`src/rtl/core_ctrl_pkg.sv`:
```
// Shared types and limits for the per-core tile sequencer.
package core_ctrl_pkg;

    localparam int unsigned MEM_LAT_MAX = 4;
    localparam int unsigned WAIT_W      = $clog2(MEM_LAT_MAX);

    typedef enum logic [2:0] {
        S_IDLE = 3'd0,
        S_LOAD = 3'd1,
        S_WAIT = 3'd2,
        S_COMP = 3'd3,
        S_DONE = 3'd4
    } state_e;

endpackage

```
`src/rtl/core_ctrl_if.sv`:
```
// Launch/config handshake plus core memory, LBUF and ABUF port signals of core_ctrl.
interface core_ctrl_if #(
    parameter int unsigned GBUS_ADDR = 12,
    parameter int unsigned LBUF_ADDR = 4,
    parameter int unsigned CDATA_BIT = 8
);
    logic                 start;
    logic [GBUS_ADDR-1:0] cfg_base_addr;
    logic [CDATA_BIT-1:0] cfg_acc_num;
    logic [CDATA_BIT-1:0] cfg_tile_num;
    logic                 busy;
    logic                 done;
    logic [GBUS_ADDR-1:0] cmem_raddr;
    logic                 cmem_ren;
    logic [LBUF_ADDR-1:0] lbuf_waddr;
    logic [LBUF_ADDR-1:0] lbuf_raddr;
    logic                 lbuf_ren;
    logic [LBUF_ADDR-1:0] abuf_raddr;
    logic                 abuf_ren;

    // master launches tiles and observes the buffer ports; slave is the sequencer
    modport master (
        output start, cfg_base_addr, cfg_acc_num, cfg_tile_num,
        input  busy, done, cmem_raddr, cmem_ren, lbuf_waddr,
               lbuf_raddr, lbuf_ren, abuf_raddr, abuf_ren
    );

    modport slave (
        input  start, cfg_base_addr, cfg_acc_num, cfg_tile_num,
        output busy, done, cmem_raddr, cmem_ren, lbuf_waddr,
               lbuf_raddr, lbuf_ren, abuf_raddr, abuf_ren
    );
endinterface

```
`src/rtl/core_ctrl_dly.sv`:
```
// Delays the LOAD row index by DEPTH cycles to form the LBUF write address;
// the output holds its last valid index between bursts.
module core_ctrl_dly #(
    parameter int unsigned WIDTH = 4,
    parameter int unsigned DEPTH = 1
) (
    input  logic             clk,
    input  logic             rst,
    input  logic             in_vld,
    input  logic [WIDTH-1:0] in_idx,
    output logic [WIDTH-1:0] out_idx
);

    logic             tail_vld;
    logic [WIDTH-1:0] tail_idx;

    if (DEPTH <= 1) begin : g_direct
        assign tail_vld = in_vld;
        assign tail_idx = in_idx;
    end else begin : g_pipe
        logic [DEPTH-2:0] vld_q;
        logic [WIDTH-1:0] idx_q [DEPTH-1];

        always_ff @(posedge clk or posedge rst) begin
            if (rst) begin
                vld_q <= '0;
                idx_q <= '{default: '0};
            end else begin
                vld_q[0] <= in_vld;
                idx_q[0] <= in_idx;
                for (int i = 1; i < int'(DEPTH) - 1; i++) begin
                    vld_q[i] <= vld_q[i-1];
                    idx_q[i] <= idx_q[i-1];
                end
            end
        end

        assign tail_vld = vld_q[DEPTH-2];
        assign tail_idx = idx_q[DEPTH-2];
    end

    // final stage only loads on a real write so the address holds when idle
    always_ff @(posedge clk or posedge rst) begin
        if (rst) begin
            out_idx <= '0;
        end else if (tail_vld) begin
            out_idx <= tail_idx;
        end
    end

endmodule

```
`src/rtl/core_ctrl.sv`:
```
// Per-core sequencer: stages each weight tile from core memory into LBUF, then
// streams LBUF and ABUF rows into the MAC; one accumulated output per tile.
module core_ctrl
    import core_ctrl_pkg::*;
#(
    parameter int unsigned GBUS_ADDR  = 12,
    parameter int unsigned LBUF_DEPTH = 16,
    parameter int unsigned LBUF_ADDR  = $clog2(LBUF_DEPTH),
    parameter int unsigned CDATA_BIT  = 8,
    parameter int unsigned MEM_LAT    = 1
) (
    input logic        clk,
    input logic        rst,
    core_ctrl_if.slave bus
);

    localparam int unsigned N_W = LBUF_ADDR + 1;

    state_e               state, state_nxt;
    logic [LBUF_ADDR-1:0] row, row_nxt;
    logic [WAIT_W-1:0]    wait_cnt, wait_nxt;
    logic [CDATA_BIT-1:0] tiles_left, tiles_nxt;
    logic [GBUS_ADDR-1:0] tile_base, base_nxt;
    logic [N_W-1:0]       n_rows, n_nxt;

    logic [N_W-1:0]       n_cfg;
    logic                 row_last;

    logic                 busy_d, done_d, cmem_ren_d, comp_d;
    logic [GBUS_ADDR-1:0] cmem_raddr_d;
    logic [LBUF_ADDR-1:0] raddr_d;

    logic                 busy_q, done_q, cmem_ren_q, comp_q;
    logic [GBUS_ADDR-1:0] cmem_raddr_q;
    logic [LBUF_ADDR-1:0] raddr_q;
    logic [LBUF_ADDR-1:0] waddr_q;

    // row count clamped to the buffer depth
    assign n_cfg = (32'(bus.cfg_acc_num) > 32'(LBUF_DEPTH)) ? N_W'(LBUF_DEPTH)
                                                            : N_W'(bus.cfg_acc_num);
    assign row_last = (N_W'(row) == (n_rows - N_W'(1)));

    // state register and sequencing counters
    always_ff @(posedge clk or posedge rst) begin
        if (rst) begin
            state      <= S_IDLE;
            row        <= '0;
            wait_cnt   <= '0;
            tiles_left <= '0;
            tile_base  <= '0;
            n_rows     <= '0;
        end else begin
            state      <= state_nxt;
            row        <= row_nxt;
            wait_cnt   <= wait_nxt;
            tiles_left <= tiles_nxt;
            tile_base  <= base_nxt;
            n_rows     <= n_nxt;
        end
    end

    // next-state and counter update
    always_comb begin
        state_nxt = state;
        row_nxt   = row;
        wait_nxt  = wait_cnt;
        tiles_nxt = tiles_left;
        base_nxt  = tile_base;
        n_nxt     = n_rows;
        case (state)
            S_IDLE: begin
                if (bus.start) begin
                    n_nxt     = n_cfg;
                    tiles_nxt = bus.cfg_tile_num;
                    base_nxt  = bus.cfg_base_addr;
                    row_nxt   = '0;
                    if (n_cfg == '0 || bus.cfg_tile_num == '0) begin
                        state_nxt = S_DONE;
                    end else begin
                        state_nxt = S_LOAD;
                    end
                end
            end
            S_LOAD: begin
                if (row_last) begin
                    state_nxt = S_WAIT;
                    wait_nxt  = '0;
                end else begin
                    row_nxt = row + LBUF_ADDR'(1);
                end
            end
            S_WAIT: begin
                if (wait_cnt == WAIT_W'(MEM_LAT - 1)) begin
                    state_nxt = S_COMP;
                    row_nxt   = '0;
                end else begin
                    wait_nxt = wait_cnt + WAIT_W'(1);
                end
            end
            S_COMP: begin
                if (row_last) begin
                    if (tiles_left > CDATA_BIT'(1)) begin
                        tiles_nxt = tiles_left - CDATA_BIT'(1);
                        base_nxt  = tile_base + GBUS_ADDR'(n_rows);
                        row_nxt   = '0;
                        state_nxt = S_LOAD;
                    end else begin
                        state_nxt = S_DONE;
                    end
                end else begin
                    row_nxt = row + LBUF_ADDR'(1);
                end
            end
            S_DONE:  state_nxt = S_IDLE;
            default: state_nxt = S_IDLE;
        endcase
    end

    // output decode from the upcoming state so registered outputs line up with it
    always_comb begin
        busy_d       = (state_nxt != S_IDLE);
        done_d       = (state_nxt == S_DONE);
        cmem_ren_d   = (state_nxt == S_LOAD);
        comp_d       = (state_nxt == S_COMP);
        cmem_raddr_d = '0;
        raddr_d      = '0;
        if (cmem_ren_d) begin
            cmem_raddr_d = base_nxt + GBUS_ADDR'(row_nxt);
        end
        if (comp_d) begin
            raddr_d = row_nxt;
        end
    end

    always_ff @(posedge clk or posedge rst) begin
        if (rst) begin
            busy_q       <= 1'b0;
            done_q       <= 1'b0;
            cmem_ren_q   <= 1'b0;
            cmem_raddr_q <= '0;
            comp_q       <= 1'b0;
            raddr_q      <= '0;
        end else begin
            busy_q       <= busy_d;
            done_q       <= done_d;
            cmem_ren_q   <= cmem_ren_d;
            cmem_raddr_q <= cmem_raddr_d;
            comp_q       <= comp_d;
            raddr_q      <= raddr_d;
        end
    end

    // the row issued this cycle lands in LBUF MEM_LAT cycles later
    core_ctrl_dly #(
        .WIDTH (LBUF_ADDR),
        .DEPTH (MEM_LAT)
    ) u_dly (
        .clk     (clk),
        .rst     (rst),
        .in_vld  (cmem_ren_q),
        .in_idx  (row),
        .out_idx (waddr_q)
    );

    assign bus.busy       = busy_q;
    assign bus.done       = done_q;
    assign bus.cmem_ren   = cmem_ren_q;
    assign bus.cmem_raddr = cmem_raddr_q;
    assign bus.lbuf_ren   = comp_q;
    assign bus.lbuf_raddr = raddr_q;
    assign bus.abuf_ren   = comp_q;
    assign bus.abuf_raddr = raddr_q;
    assign bus.lbuf_waddr = waddr_q;

endmodule
```
`src/flat_wrapper.sv`:
```
// flat-port wrapper written by rule: the top's interface ports become plain ports
module core_ctrl_flat import core_ctrl_pkg::*;
#(
    parameter int unsigned GBUS_ADDR  = 12,
    parameter int unsigned LBUF_DEPTH = 16,
    parameter int unsigned LBUF_ADDR  = $clog2(LBUF_DEPTH),
    parameter int unsigned CDATA_BIT  = 8,
    parameter int unsigned MEM_LAT    = 1
)
  (clk, rst, bus_start, bus_cfg_base_addr, bus_cfg_acc_num, bus_cfg_tile_num, bus_busy, bus_done, bus_cmem_raddr, bus_cmem_ren, bus_lbuf_waddr, bus_lbuf_raddr, bus_lbuf_ren, bus_abuf_raddr, bus_abuf_ren);
  core_ctrl_if #(.GBUS_ADDR(GBUS_ADDR), .LBUF_ADDR(LBUF_ADDR), .CDATA_BIT(CDATA_BIT)) bus_i ();
  input logic clk;
  input logic rst;
  input wire logic [$bits(bus_i.start)-1:0] bus_start;
  input wire logic [$bits(bus_i.cfg_base_addr)-1:0] bus_cfg_base_addr;
  input wire logic [$bits(bus_i.cfg_acc_num)-1:0] bus_cfg_acc_num;
  input wire logic [$bits(bus_i.cfg_tile_num)-1:0] bus_cfg_tile_num;
  output wire logic [$bits(bus_i.busy)-1:0] bus_busy;
  output wire logic [$bits(bus_i.done)-1:0] bus_done;
  output wire logic [$bits(bus_i.cmem_raddr)-1:0] bus_cmem_raddr;
  output wire logic [$bits(bus_i.cmem_ren)-1:0] bus_cmem_ren;
  output wire logic [$bits(bus_i.lbuf_waddr)-1:0] bus_lbuf_waddr;
  output wire logic [$bits(bus_i.lbuf_raddr)-1:0] bus_lbuf_raddr;
  output wire logic [$bits(bus_i.lbuf_ren)-1:0] bus_lbuf_ren;
  output wire logic [$bits(bus_i.abuf_raddr)-1:0] bus_abuf_raddr;
  output wire logic [$bits(bus_i.abuf_ren)-1:0] bus_abuf_ren;
  assign bus_i.start = bus_start;
  assign bus_i.cfg_base_addr = bus_cfg_base_addr;
  assign bus_i.cfg_acc_num = bus_cfg_acc_num;
  assign bus_i.cfg_tile_num = bus_cfg_tile_num;
  assign bus_busy = bus_i.busy;
  assign bus_done = bus_i.done;
  assign bus_cmem_raddr = bus_i.cmem_raddr;
  assign bus_cmem_ren = bus_i.cmem_ren;
  assign bus_lbuf_waddr = bus_i.lbuf_waddr;
  assign bus_lbuf_raddr = bus_i.lbuf_raddr;
  assign bus_lbuf_ren = bus_i.lbuf_ren;
  assign bus_abuf_raddr = bus_i.abuf_raddr;
  assign bus_abuf_ren = bus_i.abuf_ren;
  core_ctrl #(.GBUS_ADDR(GBUS_ADDR), .LBUF_DEPTH(LBUF_DEPTH), .LBUF_ADDR(LBUF_ADDR), .CDATA_BIT(CDATA_BIT), .MEM_LAT(MEM_LAT)) u_core (.clk(clk), .rst(rst), .bus(bus_i));
endmodule
```
`config.mk`:
```
export PLATFORM = sky130hd
export DESIGN_NAME = core_ctrl_flat
export DESIGN_NICKNAME = d
export VERILOG_FILES = /design/src/rtl/core_ctrl_pkg.sv /design/src/rtl/core_ctrl_if.sv /design/src/rtl/core_ctrl_dly.sv /design/src/rtl/core_ctrl.sv /design/src/flat_wrapper.sv
export SDC_FILE = /design/constraint.sdc
export NUM_CORES = 1
export LEC_CHECK = 0
export BUFFER_PORTS_ARGS = -buffer_cell sky130_fd_sc_hd__buf_4
export CAP_MARGIN = 25
export CORE_ASPECT_RATIO = 1.4
export CORE_MARGIN = 4
export CORE_UTILIZATION = 61
export CTS_CLUSTER_SIZE = 24
export DETAILED_ROUTE_END_ITERATION = 8
export HOLD_SLACK_MARGIN = 0.12
export PLACE_DENSITY = 0.84
export SKIP_CTS_REPAIR_TIMING = 1
export SLEW_MARGIN = 30
export SYNTH_ARGS = -nofsm -noshare
export SYNTH_HDL_FRONTEND = slang
export SYNTH_SLANG_ARGS = --single-unit
```
`constraint.sdc`:
```
create_clock -name clk -period 6.18 [get_ports clk]
set_clock_uncertainty 0.05 [all_clocks]
set_input_delay 0.309 -clock clk [delete_from_list [all_inputs] [get_ports clk]]
set_output_delay 0.309 -clock clk [all_outputs]
set_load 0.01 [all_outputs]
```
== After elaboration in Yosys (flattened, before gate mapping) ==
Cells that the tools add are included.
Widths: inputs -> output; s select.

* Word-level logic and storage cells: 71
* Bits in registers: 58
* Output and inout bits: 29
* Input bits: 31

* Magnitude comparators: 2
* Eq/ne operators: 12
* Add/sub/neg operators: 6
* Reductions and logical operators: 11
* Muxes and demuxes: 27

{| class="wikitable"
|+ Operator list
! cell !! count
|-
| $mux 12 || 4
|-
| $mux 4 || 6
|-
| $mux 8 || 3
|-
| $pmux 12 s2 || 1
|-
| $mux 3 || 6
|-
| $pmux 4 s4 || 1
|-
| $pmux 8 s2 || 1
|-
| $add 12x4->12 || 1
|-
| $add 12x5->12 || 1
|-
| $pmux 3 s4 || 1
|-
| $eq 3x2->1 const B || 3
|-
| $gt 8x1->1 const B || 1
|-
| $gt 8x5->1 const B || 1
|-
| $logic_not 8->1 || 1
|-
| $sub 8x1->8 const B || 1
|-
| $eq 3x1->1 const B || 2
|-
| $ne 2x1->1 const B || 3
|-
| $eq 4x5->1 || 1
|-
| $logic_not 5->1 || 1
|-
| $mux 5 || 1
|-
| $sub 5x1->5 const B || 1
|-
| $add 4x1->4 const B || 1
|-
| $mux 2 || 2
|-
| $ne 2x2->1 const B || 2
|-
| other kinds (11) || 12
|}

== Longest topological paths before layout ==
* Depth after elaboration: 9
* Mapped depth: 22

== Modules after synthesis ==
Synthesis repeated with hierarchy kept, for this count alone.

* Cells, all modules: 359
* Area total of the unflattened synthesis: 3,424.5 µm²

{| class="wikitable"
|+ Modules (own cells, without submodules)
! module !! sequential area each (µm²) !! cells each !! area an instance (µm²) !! instances
|-
| core_ctrl || 1,351.3 || 350 || 3,275.6 || 1
|-
| core_ctrl_dly || 100.1 || 9 || 148.9 || 1
|}

== Worst setup path after synthesis ==
No wires, ideal clock.

* Kind: register to register
* Start point: register u_core.n_rows[1]
* End point: register u_core.cmem_raddr_q[11] (netlist: u_core.bus.cmem_raddr[11])
* Slack: 2.242 ns
* Data arrival time: 3.763 ns
* Required time: 6.004 ns
* Period minus slack after synthesis: 3.938 ns
* Cell stages (with the launch flop): 21
* Cell sequence: dfrtp_1 > inv_1 > ha_1 > and4bb_1 > a22oi_2 > a211oi_4 > buf_6 > nand2_1 > a21o_1 > buf_2 > a222oi_1 > inv_1 > ha_1 > a21o_1 > a21oi_1 > nor2b_1 > nor2_1 > a31oi_1 > and4_1 > a21oi_1 > nor3b_2

* Cells in the longest elaborated chain, start to end: 6

{| class="wikitable"
|+ RTL lines
! item !! RTL line !! text
|-
| from (decl) || core_ctrl.sv:24 || <nowiki>logic [N_W-1:0] n_rows, n_nxt;</nowiki>
|-
| from (signal assigned) || core_ctrl.sv:58 || <nowiki>n_rows <= n_nxt;</nowiki>
|-
| $add 12x5->12 or $sub 5x1->5 (tied branches) || core_ctrl.sv:104, core_ctrl.sv:41 ||
|-
| $mux 12 or $eq 4x5->1 (tied branches) || core_ctrl.sv:102, core_ctrl.sv:41 ||
|-
| $mux 12 * || core_ctrl.sv:101 || <nowiki>if (row_last) begin</nowiki>
|-
| $pmux 12 s2 * || core_ctrl.sv:70 || <nowiki>case (state)</nowiki>
|-
| named net u_core.base_nxt[1] || core_ctrl.sv:23 || <nowiki>logic [GBUS_ADDR-1:0] tile_base, base_nxt;</nowiki>
|-
| $add 12x4->12 * || core_ctrl.sv:128 || <nowiki>cmem_raddr_d = base_nxt + GBUS_ADDR'(row_nxt);</nowiki>
|-
| $mux 12 * || core_ctrl.sv:127 || <nowiki>if (cmem_ren_d) begin</nowiki>
|-
| named net u_core.cmem_raddr_d[11] || core_ctrl.sv:30 || <nowiki>logic [GBUS_ADDR-1:0] cmem_raddr_d;</nowiki>
|-
| to (signal assigned) || core_ctrl.sv:147 || <nowiki>cmem_raddr_q <= cmem_raddr_d;</nowiki>
|-
| to (decl) || core_ctrl.sv:34 || <nowiki>logic [GBUS_ADDR-1:0] cmem_raddr_q;</nowiki>
|}

The timed path passes the listed nets; every way through them passes the cells marked *.
A chain may end at the register's enable or synchronous reset.

== Worst setup path in the final report ==
* Start point: register u_core.n_rows[0]
* End point: register u_core.cmem_raddr_q[11] (netlist: u_core.bus.cmem_raddr[11])

The elaborated chain is that of the path after synthesis.

==> reports/results.tsv <==
stage	metric	value	unit
critical_path	largest fanout of any net on the critical path	20	
critical_path	WP data arrival	4.90	ns
job	Max-cap violations	0	
timing	Worst Tran Pin Value	0.832	ns
global_routing	overall fraction of global-route tracks in use	26.0	%
layout	Filler Cells Inserted	411	
layout	proportion of layout cells with a drive suffix above 1	25.4	%
power_and_ir_drop	LEAKAGE	1.91	nW
critical_path	Register-to-Register Path Depth	18	
critical_path	origin of the worst setup path	u_core.n_rows[0]	
timing	unrepaired setup endpoints after global routing	no	
power_and_ir_drop	maximum vdd ir drop	0.383	mV
power_and_ir_drop	portion of total power attributed to sequential cells	31.1	%
route	DRT iter0 DRCs	302	
clock_network	clock tree from TritonCTS	built	
timing	Relative slew margins	43.8	%
synth	fraction of the yosys area taken by sequential cells	41.1	%
timing	post-layout min period	4.73	ns
floorplanning	Site Rows	32	
clock_network	number of CTS-inserted buffers	9	
route	first drt pass iteration count	6	
synth	synthesized net count	413	
critical_path	worst reg2reg path startpoint	u_core.n_rows[0]	
power_and_ir_drop	part of the total power dissipated in the clock network	13.5	%
power_and_ir_drop	net switching component of the power	1.02	mW
critical_path	reg-to-reg endpoint	u_core.bus.cmem_raddr[11]	
timing	Setup TNS	0	ns
layout	final net count	467	
power_and_ir_drop	power density normalized to cell area	544	nW/um2
clock_network	clock tree root driver cell	clkbuf_8	
global_routing	overall overflow remaining after global route	0	
global_routing	largest net degree at the start of global routing	59	
route	average wire per standard cell	17.3	um
floorplanning	vertical die dimension	98.0	um
route	ANT nets after route	0	
route	routed wire length	8550	um
global_routing	initial antenna violation count	0	
placement	number of I/O port buffers	59	
critical_path	flop-to-flop setup slack	1.45	ns
synth	post-synthesis instance total	366	
global_routing	via count of the first global-routing pass	3048	
timing	maximum operating frequency	0.211	GHz
timing	final setup violation count	0	
layout	combined area of the multi-input logic cells	1890	um2
synth	mean instance size in the synthesized netlist	9.64	um2
floorplanning	Starting Density	63.4	%
synth	prevailing post-synth register cell	dfrtp_1	
layout	leading cell type in the layout, fill and taps excluded	buf_4	
critical_path	last element of the critical path	u_core.bus.cmem_raddr[11]	
clock_network	maximum buffer depth of the clock tree	2	
global_routing	first-pass GRT wire length	14200	um
layout	most frequent cells in the layout	61 x buf_4, 58 x dfrtp_1, 36 x nor2_1	
layout	Sequential cell area	1450	um2
clock_network	Clock Latency Late Sink	0.35	ns
placement	dpl cells	477	
layout	layout overhead on the synthesized area	17.1	%
synth	Cell Area, Synth	3530	um2
critical_path	required time of the critical path	6.34	ns
route	via density per instance	6.34	
clock_network	number of sinks driven by the clock tree	58	
power_and_ir_drop	logic gate share of total power	55.4	%
layout	final non-filler cell area	4130	um2
floorplanning	width of the chip	72.3	um
synth	flops & latches, synth	58	
placement	placed wire-length estimate	6360	um
synth	count of unique library cells instantiated by Yosys	77	
floorplanning	number of ports placed on the die boundary	60	
synth	number of flops mapped to enable cells by yosys	0	
timing	final-report hold violation count	0	
critical_path	critical path startpoint category	register	
clock_network	Max H-tree Level	3	
timing	final worst path period share	76.6	%
power_and_ir_drop	Internal Power	1.23	mW
status	outcome	complete, no violations	
placement	post-placement cell area	3960	um2
route	vias after detailed routing	3124	
layout	number of standard cells in the final layout excluding fillers	493	
clock_network	Clock Pin Slew Worst Setup and Hold Paths	0.07	ns
route	number of remaining DRC errors	0	
synth	warnings from Yosys	0	
timing	final max-slew violation count	0	
power_and_ir_drop	proportion of total power due to net switching	45.3	%
floorplanning	core region area	5570	um2
floorplanning	total die area	7080	um2
layout	number of antenna diodes	0	
hold_path	type of the worst min-delay path	in -> async	
critical_path	Worst setup EP type	register	
critical_path	type of the setup path with the least slack	reg -> reg	
synth	proportion of register bits with asynchronous set or reset after synthesis	100	%
placement	placer's final routability congestion estimate	0.871	
## worst max-delay path, stage by stage (launching register included)
cell and delay [ns]:
dfrtp_1 0.43, inv_1 0.09, ha_1 0.21, and4bb_1 0.23
a22oi_2 0.12, a211oi_4 0.66, nand2_1 0.14, a21o_1 0.41
a222oi_1 0.63, inv_1 0.12, ha_1 0.30, a21o_1 0.11
a21oi_1 0.08, nor2b_1 0.12, nor2_1 0.05, a31oi_1 0.34
and4_1 0.27, nand3_1 0.07, nor3b_2 0.15
## sequential cells by signal, summed over array words and instances (netlist names)
| name | cells |
|---|---|
| u_core.bus.cmem_raddr | 12 |
| u_core.tile_base | 12 |
| u_core.tiles_left | 8 |
| u_core.n_rows | 5 |
| u_core.bus.abuf_raddr | 4 |
| u_core.row | 4 |
| u_core.u_dly.out_idx | 4 |
| u_core.state | 3 |
| u_core.wait_cnt | 2 |
| u_core.bus.abuf_ren | 1 |
| u_core.bus.busy | 1 |
| u_core.bus.cmem_ren | 1 |
| u_core.bus.done | 1 |
## cell usage after synthesis (all sizes together) (4+ instances only)
library cell	number	area share [%]
dfrtp	58	41
nor2	37	4.0
nand2	27	2.9
a21oi	23	3.4
inv	21	2.2
o21ai	20	2.9
ha	14	5.0
buf	12	2.6
nor3	11	1.7
nand3	10	1.4
xnor2	9	2.2
a21o	6	1.3
a31oi	6	1.2
and2	6	1.1
clkbuf	6	0.64
mux2	6	1.9
a22oi	5	1.2
and3	5	0.92
mux2i	5	1.4
xor2	5	1.2
a222oi	4	1.1
nor2b	4	0.71
nor4	4	0.89
or3	4	0.71
## worst min-delay path by stage
stage / startpoint / to / slack [ns] / depth (start not counted)
after floorplan: bus_cfg_acc_num[0] / u_core.n_rows[0] / 0.38 / 2
after global placement: u_core.u_dly.out_idx[2] / u_core.u_dly.out_idx[2] / 0.44 / 1
after detailed placement: u_core.u_dly.out_idx[3] / u_core.u_dly.out_idx[3] / 0.46 / 1
after CTS: bus_cfg_acc_num[2] / u_core.n_rows[2] / 0.12 / 2
after global routing: bus_cfg_acc_num[3] / u_core.n_rows[3] / 0.12 / 2
final: rst / u_core.bus.abuf_raddr[1] / 0.12 / 3
## power by group through the flow
stage	Sequential (mW)	Combinational (mW)	Clock (mW)
2_1_floorplan	0.683	0.897	0
3_3_place_gp	0.691	1.19	0
3_5_place_dp	0.699	1.23	0
4_1_cts	0.694	1.24	0.313
5_1_grt	0.715	1.38	0.330
6_report	0.698	1.24	0.304
## layer usage
layer	GRT usage (%)	up-vias	routed length [um]
li1	-	1442	-
met1	29.5	1526	3250
met2	44.4	126	4460
met3	5.05	30	524
met4	14.8	0	312
met5	0	-	0
## cell type report
class | instances | share of cell area [%]
Inverter | 21 | 1.91
Timing Repair Buffer | 61 | 11.1
Clock buffer | 10 | 3.09
Sequential cell | 58 | 35.1
Tap cell | 68 | 2.06
Clock inverter | 6 | 1.06
Multi-Input combinational cell | 269 | 45.7
## metrics by stage
step                hold slack (ns)  utilization, %  total power [mW]  worst slack [ns]
floorplan                     0.376               -              1.58              2.24
global placement              0.442            71.1              1.88              1.73
detailed placement            0.456            71.1              1.93              1.55
CTS                           0.118            74.2              2.24              1.51
global route                  0.122            74.2              2.42              1.06
finish                        0.116            74.2              2.25              1.45
## kinds of logic after synthesis
logic type,Yosys count,share of synthesized area [%]
AOI/OAI and AO/OA,99,21.2
xor gates and xnor gates,14,3.48
adders and majority gates,16,6.10
and+or+nand+nor,129,19.3
DFF,58,41.1
muxes,11,3.33
buffers and inverters,39,5.43
No activity file was read; power rests on OpenSTA's default activity.
